File: src/rtl/key_debounce.sv
// -----------------------------------------------------------------------------
// key_debounce
//
// Turns a raw, asynchronous key pin into a clean debounced level plus
// single-cycle press / release / long-press events and a press counter.
//
// Optional feature macro: KEY_LONG_PRESS_EN
//   defined   -> hold counter and HELD state are built, long_o pulses once
//                per press after LONG_CYCLES edges of continuous hold.
//   undefined -> no hold counter, no HELD state, long_o tied to 0 and
//                LONG_CYCLES only takes part in the parameter range check.
//
// Parameters
//   DEBOUNCE_CYCLES : consecutive stable cycles needed to accept a change (>=1)
//   LONG_CYCLES     : hold cycles before the long-press event (>=1)
//   INVERT          : 1 when the key pin is active-low
//
// Ports
//   clk       in   fabric clock
//   rst       in   asynchronous active-high reset
//   key_i     in   raw key pin, asynchronous to clk
//   key_o     out  debounced level, 1 = pressed
//   press_o   out  one-cycle pulse on an accepted press
//   release_o out  one-cycle pulse on an accepted release
//   long_o    out  one-cycle pulse when a hold reaches LONG_CYCLES
//   count_o   out  accepted presses modulo 256
// -----------------------------------------------------------------------------
module key_debounce #(
    parameter int unsigned DEBOUNCE_CYCLES = 65536,
    parameter int unsigned LONG_CYCLES     = 4194304,
    parameter bit          INVERT          = 1'b0
) (
    input  logic       clk,
    input  logic       rst,
    input  logic       key_i,
    output logic       key_o,
    output logic       press_o,
    output logic       release_o,
    output logic       long_o,
    output logic [7:0] count_o
);

    localparam int unsigned     DB_W    = $clog2(DEBOUNCE_CYCLES + 1);
    localparam logic [DB_W-1:0] DB_LAST = DB_W'(DEBOUNCE_CYCLES - 1);

    // Reject illegal parameterisations at elaboration time.
    if (DEBOUNCE_CYCLES < 1 || LONG_CYCLES < 1) begin : g_param_check
        $error("key_debounce: DEBOUNCE_CYCLES and LONG_CYCLES must be >= 1");
    end

`ifdef KEY_LONG_PRESS_EN
    localparam int unsigned       HOLD_W    = $clog2(LONG_CYCLES + 1);
    localparam logic [HOLD_W-1:0] HOLD_LAST = HOLD_W'(LONG_CYCLES - 1);

    typedef enum logic [1:0] {
        ST_RELEASED = 2'd0,
        ST_PRESSED  = 2'd1,
        ST_HELD     = 2'd2
    } state_t;
`else
    typedef enum logic {
        ST_RELEASED = 1'b0,
        ST_PRESSED  = 1'b1
    } state_t;
`endif

    // Registers
    logic            r_sync1;
    logic            r_sync2;
    logic [DB_W-1:0] r_db_cnt;
    state_t          r_state;
    logic            r_key;
    logic            r_press;
    logic            r_release;
    logic [7:0]      r_count;

    // Combinational next values
    logic            w_k;
    logic            w_diff;
    logic            w_accept;
    state_t          w_state_nxt;
    logic            w_key_nxt;
    logic            w_press_nxt;
    logic            w_release_nxt;
    logic [7:0]      w_count_nxt;

`ifdef KEY_LONG_PRESS_EN
    logic [HOLD_W-1:0] r_hold_cnt;
    logic              r_long;
    logic              w_long_nxt;
`endif

    // Polarity correction ahead of the synchroniser.
    assign w_k = key_i ^ INVERT;

    // Two-flop synchroniser for the asynchronous pin.
    always_ff @(posedge clk or posedge rst) begin
        if (rst) begin
            r_sync1 <= 1'b0;
            r_sync2 <= 1'b0;
        end else begin
            r_sync1 <= w_k;
            r_sync2 <= r_sync1;
        end
    end

    // A change is accepted on the edge where the disagreement has already
    // been seen for DEBOUNCE_CYCLES-1 edges; any agreement restarts the count.
    assign w_diff   = (r_sync2 != r_key);
    assign w_accept = w_diff && (r_db_cnt == DB_LAST);

    // Debounce counter.
    always_ff @(posedge clk or posedge rst) begin
        if (rst) begin
            r_db_cnt <= '0;
        end else if (!w_diff || w_accept) begin
            r_db_cnt <= '0;
        end else begin
            r_db_cnt <= r_db_cnt + DB_W'(1);
        end
    end

`ifdef KEY_LONG_PRESS_EN
    // Hold counter: held at zero while released so it starts from zero on
    // entry to PRESSED, counts in PRESSED, freezes in HELD.
    always_ff @(posedge clk or posedge rst) begin
        if (rst) begin
            r_hold_cnt <= '0;
        end else if (r_state == ST_RELEASED) begin
            r_hold_cnt <= '0;
        end else if (r_state == ST_PRESSED) begin
            r_hold_cnt <= r_hold_cnt + HOLD_W'(1);
        end
    end
`endif

    // State and registered outputs.
    always_ff @(posedge clk or posedge rst) begin
        if (rst) begin
            r_state   <= ST_RELEASED;
            r_key     <= 1'b0;
            r_press   <= 1'b0;
            r_release <= 1'b0;
            r_count   <= 8'd0;
`ifdef KEY_LONG_PRESS_EN
            r_long    <= 1'b0;
`endif
        end else begin
            r_state   <= w_state_nxt;
            r_key     <= w_key_nxt;
            r_press   <= w_press_nxt;
            r_release <= w_release_nxt;
            r_count   <= w_count_nxt;
`ifdef KEY_LONG_PRESS_EN
            r_long    <= w_long_nxt;
`endif
        end
    end

    // Next-state and next-output logic. A release takes priority over the
    // long-press transition so long_o never coincides with release_o.
    always_comb begin
        w_state_nxt   = r_state;
        w_key_nxt     = r_key;
        w_press_nxt   = 1'b0;
        w_release_nxt = 1'b0;
        w_count_nxt   = r_count;
`ifdef KEY_LONG_PRESS_EN
        w_long_nxt    = 1'b0;
`endif

        if (w_accept) begin
            w_key_nxt = r_sync2;
        end

        case (r_state)
            ST_RELEASED: begin
                if (w_accept && r_sync2) begin
                    w_state_nxt = ST_PRESSED;
                    w_press_nxt = 1'b1;
                    w_count_nxt = r_count + 8'd1;
                end
            end
            ST_PRESSED: begin
                if (w_accept && !r_sync2) begin
                    w_state_nxt   = ST_RELEASED;
                    w_release_nxt = 1'b1;
                end
`ifdef KEY_LONG_PRESS_EN
                else if (r_hold_cnt == HOLD_LAST) begin
                    w_state_nxt = ST_HELD;
                    w_long_nxt  = 1'b1;
                end
`endif
            end
`ifdef KEY_LONG_PRESS_EN
            ST_HELD: begin
                if (w_accept && !r_sync2) begin
                    w_state_nxt   = ST_RELEASED;
                    w_release_nxt = 1'b1;
                end
            end
`endif
            default: begin
                w_state_nxt = ST_RELEASED;
            end
        endcase
    end

    assign key_o     = r_key;
    assign press_o   = r_press;
    assign release_o = r_release;
    assign count_o   = r_count;
`ifdef KEY_LONG_PRESS_EN
    assign long_o    = r_long;
`else
    assign long_o    = 1'b0;
`endif

endmodule

File: config.mk
export PLATFORM = sky130hd
export DESIGN_NAME = key_debounce
export DESIGN_NICKNAME = d
export VERILOG_FILES = /design/src/rtl/key_debounce.sv
export SDC_FILE = /design/constraint.sdc
export NUM_CORES = 1
export LEC_CHECK = 0
export ABC_AREA = 1
export BUFFER_PORTS_ARGS = -buffer_cell sky130_fd_sc_hd__clkbuf_2
export CAP_MARGIN = 20
export CELL_PAD_IN_SITES_DETAIL_PLACEMENT = 0
export CELL_PAD_IN_SITES_GLOBAL_PLACEMENT = 1
export CORE_UTILIZATION = 46
export DETAILED_ROUTE_END_ITERATION = 12
export PLACE_DENSITY_LB_ADDON = 0.1
export SYNTH_ARGS = -nofsm -noshare
export SYNTH_HDL_FRONTEND = slang
export SYNTH_SLANG_ARGS = --single-unit
export TNS_END_PERCENT = 1
File: constraint.sdc
create_clock -name clk -period 4.2 [get_ports clk]
set_clock_uncertainty 0.2 [all_clocks]
set_input_delay 0.84 -clock clk [delete_from_list [all_inputs] [get_ports clk]]
set_output_delay 0.84 -clock clk [all_outputs]
set_load 0.05 [all_outputs]
==> results.md <==
* Status: finished, final reports clean
* First-pass iteration count of the detailed router at 6
* EDFF count, synth at 0
* Mean Syn Cell Area at 7.97 µm²
* I/O pin count at 15
* DP HPWL at 2070 µm
* Share of layout cells above drive strength 1 at 0.150
* Clock insertion delay at the later pin of the skew report at 0.33 ns
* Total GRT Usage at 0.191
* Top-area cell type share of the netlist area at 0.506
* Sequential fraction of the synthesis area at 0.506
* Final Total Pwr at 0.499 mW
* Maxcap violations at 0
* CTS tree: built
* Die Y at 58.8 µm
* CTS sink count at 30
* Netlist cell types at 23
* YS warnings at 0
* Initial Util at 0.486
* Ys async rst share at 1.00
* Gate power share at 0.042
* Placed insts at between 200 and 250
* RSZ-0062 raised after global routing: false
* Die area at between 3000 and 4000 µm²
* CP max stage delay at 0.43 ns
* Worst setup SP type: flip-flop
* Total power per unit cell area at 298 nW/µm²
* Crit-path leading delay family: simple AND/OR/NAND/NOR gates
* Min-delay src: r_sync1
* Vias in the first global route at 1,093
* Post-DR vias/cell at 4.68
* Worst Setup End Kind: flip-flop
* Initial DRC count at 22
* # rows at 20
* WP data required at about 4.2 ns
* Final period utilization at 0.597
* Via count at ~1,200
* Fraction of power consumed by the clock network at 0.366
* Total Wirelength at 2740 µm
* Sw Share at 0.240
* Clock-pin slew on the worst setup and hold paths at roughly 0.090 ns
* Pint at 0.379 mW
* Critical Setup Path Class: reg -> reg
* Fmax achieved at 0.399 GHz
* Die Wd at 58.8 µm
* RD Place Congestion at 0.803
* Filler Cell Count at 305
* PostCTS Resize Cnt at 0
* Worst path arrival time at between 2 and 3 ns
* Antenna violations before repair at 0
* Worst-path cell chain: ha_1 -> nand2_2 -> nor2_2 -> nand2_2 -> inv_2 -> nand3_1 -> nor2_1 -> ha_1 -> nand3_2 -> nor2_2 -> nand3_1 -> xor2_1
* Worst slack, placed at 1.69 ns
* Num CTS Buffers at 5
* First-pass GRT wire length at 4770 µm
* Worst-Margin Slew at around 0.57 ns
* #FFs+latches synth at 30
* Clk root buf: clkbuf_4
* Synth area leader: dfrtp_1
* Worst Path Buf+Inv at 1
* H-tree level count at 2
* Core Box Area at 3050 µm²
* Final Hold Fails at 0
* Worst setup startpoint: r_db_cnt[0]
* Synth area leaders: dfrtp_1, nand2_1, nor2_1, inv_1, nand3_1
* Max transition margin at 0.619
* Setup violations, final at 0
* Top post-synthesis cells by count: nand2_1, nor2_1, dfrtp_1, inv_1, nand3_1
* Most common cell in the netlist: nand2_1
* Diode count at 0
* P&R area growth vs syn at 13.0%
* Hold crit path type: reg -> reg
* Setup_tns at 0 ns
* Reg power frac at 0.592
* Wirelength per Cell at ~11 µm
* Worst Path Max Fanout at 5
* Leakage power at 0.849 nW
* Grt ovf at 0
* Post-CTS Setup Inserts at 0
* Min Tclk post-route at 2.51 ns
* Post-synthesis instance total at 186
* Synthesized net count at 192
* Residual DRC at 0
* ANT nets after route at 0
* Area of the mapped netlist at ~1500 µm²
* Nets at 211
* Crit-path slowest cell: dfrtp_1
* # port buffers at 13
* Bufs on Longest Clock Path at 2
* FF-to-FF Start: r_db_cnt[0]
* VDD IR max at 0.184 mV
* Psw at 0.120 mW
* Largest net degree at the start of global routing at 20
* Fin worst setup slack at about 1.7 ns
* Non-filler cells, final at 250
* Cts hold-fix bufs at 0
* Final slew viol count at 0
* Most common flop cell mapped by yosys: dfrtp_1
[power by group through the flow]
| stage | Sequential (mW) | Clock (mW) | Combinational, mW |
|---|---|---|---|
| 2_1_floorplan | 0.301 | 0 | 0.0154 |
| 6_report | 0.295 | 0.183 | 0.0211 |
| 4_1_cts | 0.296 | 0.190 | 0.0221 |
| 3_3_place_gp | 0.301 | 0 | 0.0181 |
| 3_5_place_dp | 0.301 | 0 | 0.0220 |
| 5_1_grt | 0.296 | 0.198 | 0.0242 |
[cell usage in the layout (no fill, tap or decap), drive strengths merged]
cell    instances
a21oi           6
inv            29
o21ai           6
nand2          46
conb            1
clkbuf         20
xor2            4
and3            1
o21bai          1
ha              3
nor2           36
clkinv          1
nand3          11
nor3            4
xnor2           4
dfrtp          30
nand3b          1
buf             1
nand4           1
[final cells by class]
type	count	area (µm²)	area share
Clock buffer	7	55.1	0.0329
Clock inverter	1	5.00	0.00299
Multi-Input combinational cell	125	608	0.363
Tap cell	44	55.1	0.0329
Sequential cell	30	751	0.448
Timing Repair Buffer	14	92.6	0.0553
Inverter	29	109	0.0650
[metal layers]
| layer | vias to the layer above | global-route usage | routed length, µm |
|---|---|---|---|
| li1 | 608 | - | - |
| met1 | 531 | 0.231 | 1300 |
| met2 | 23 | 0.308 | 1280 |
| met3 | 7 | 0.0615 | 109 |
| met4 | 0 | 0.0884 | 55 |
| met5 | - | 0 | 0 |
[state kept, by name, indices dropped and copies added (netlist names)]
signal	count
key_o	1
r_sync2	1
release_o	1
press_o	1
r_sync1	1
r_db_cnt	17
count_o	8
[metrics by stage]
| stage | hold slack (ns) | area (µm²) | utilization |
|---|---|---|---|
| final | 0.158 | 1680 | 0.549 |
| after CTS | 0.164 | 1680 | 0.549 |
| after detailed placement | 0.141 | 1620 | 0.529 |
| after global routing | 0.167 | 1680 | 0.549 |
| after floorplan | 0.131 | 1480 | - |
| after global placement | 0.133 | 1590 | 0.520 |
[worst register-to-register path, cell delays in order, from the launching register on]
cell,delay (ns)
dfrtp_1,0.43
ha_1,0.28
nand2_2,0.10
nor2_2,0.15
nand2_2,0.08
inv_2,0.06
nand3_1,0.08
nor2_1,0.11
ha_1,0.26
nand3_2,0.18
nor2_2,0.22
nand3_1,0.12
xor2_1,0.15
[cell families after synthesis]
logic type,share of synthesized area
buf+inv,0.0835
other cells,0.00253
xor+xnor,0.0473
flops,0.506
compound gates,0.0481
simple gates,0.287
fa+ha+maj,0.0253
[final timing paths]
kind / to / slack (ns) / cells after the start
setup / recovery: count_o[5] / 1.69 / 12
hold / removal: r_sync2 / 0.16 / 0
setup reg to reg: count_o[5] / 1.69 / 12
hold reg to reg: r_sync2 / 0.16 / 0
max in group asynchronous: r_db_cnt[5] / 2.98 / 3
min in group asynchronous: key_o / 0.33 / 2
No activity file was read; power rests on OpenSTA's default activity.
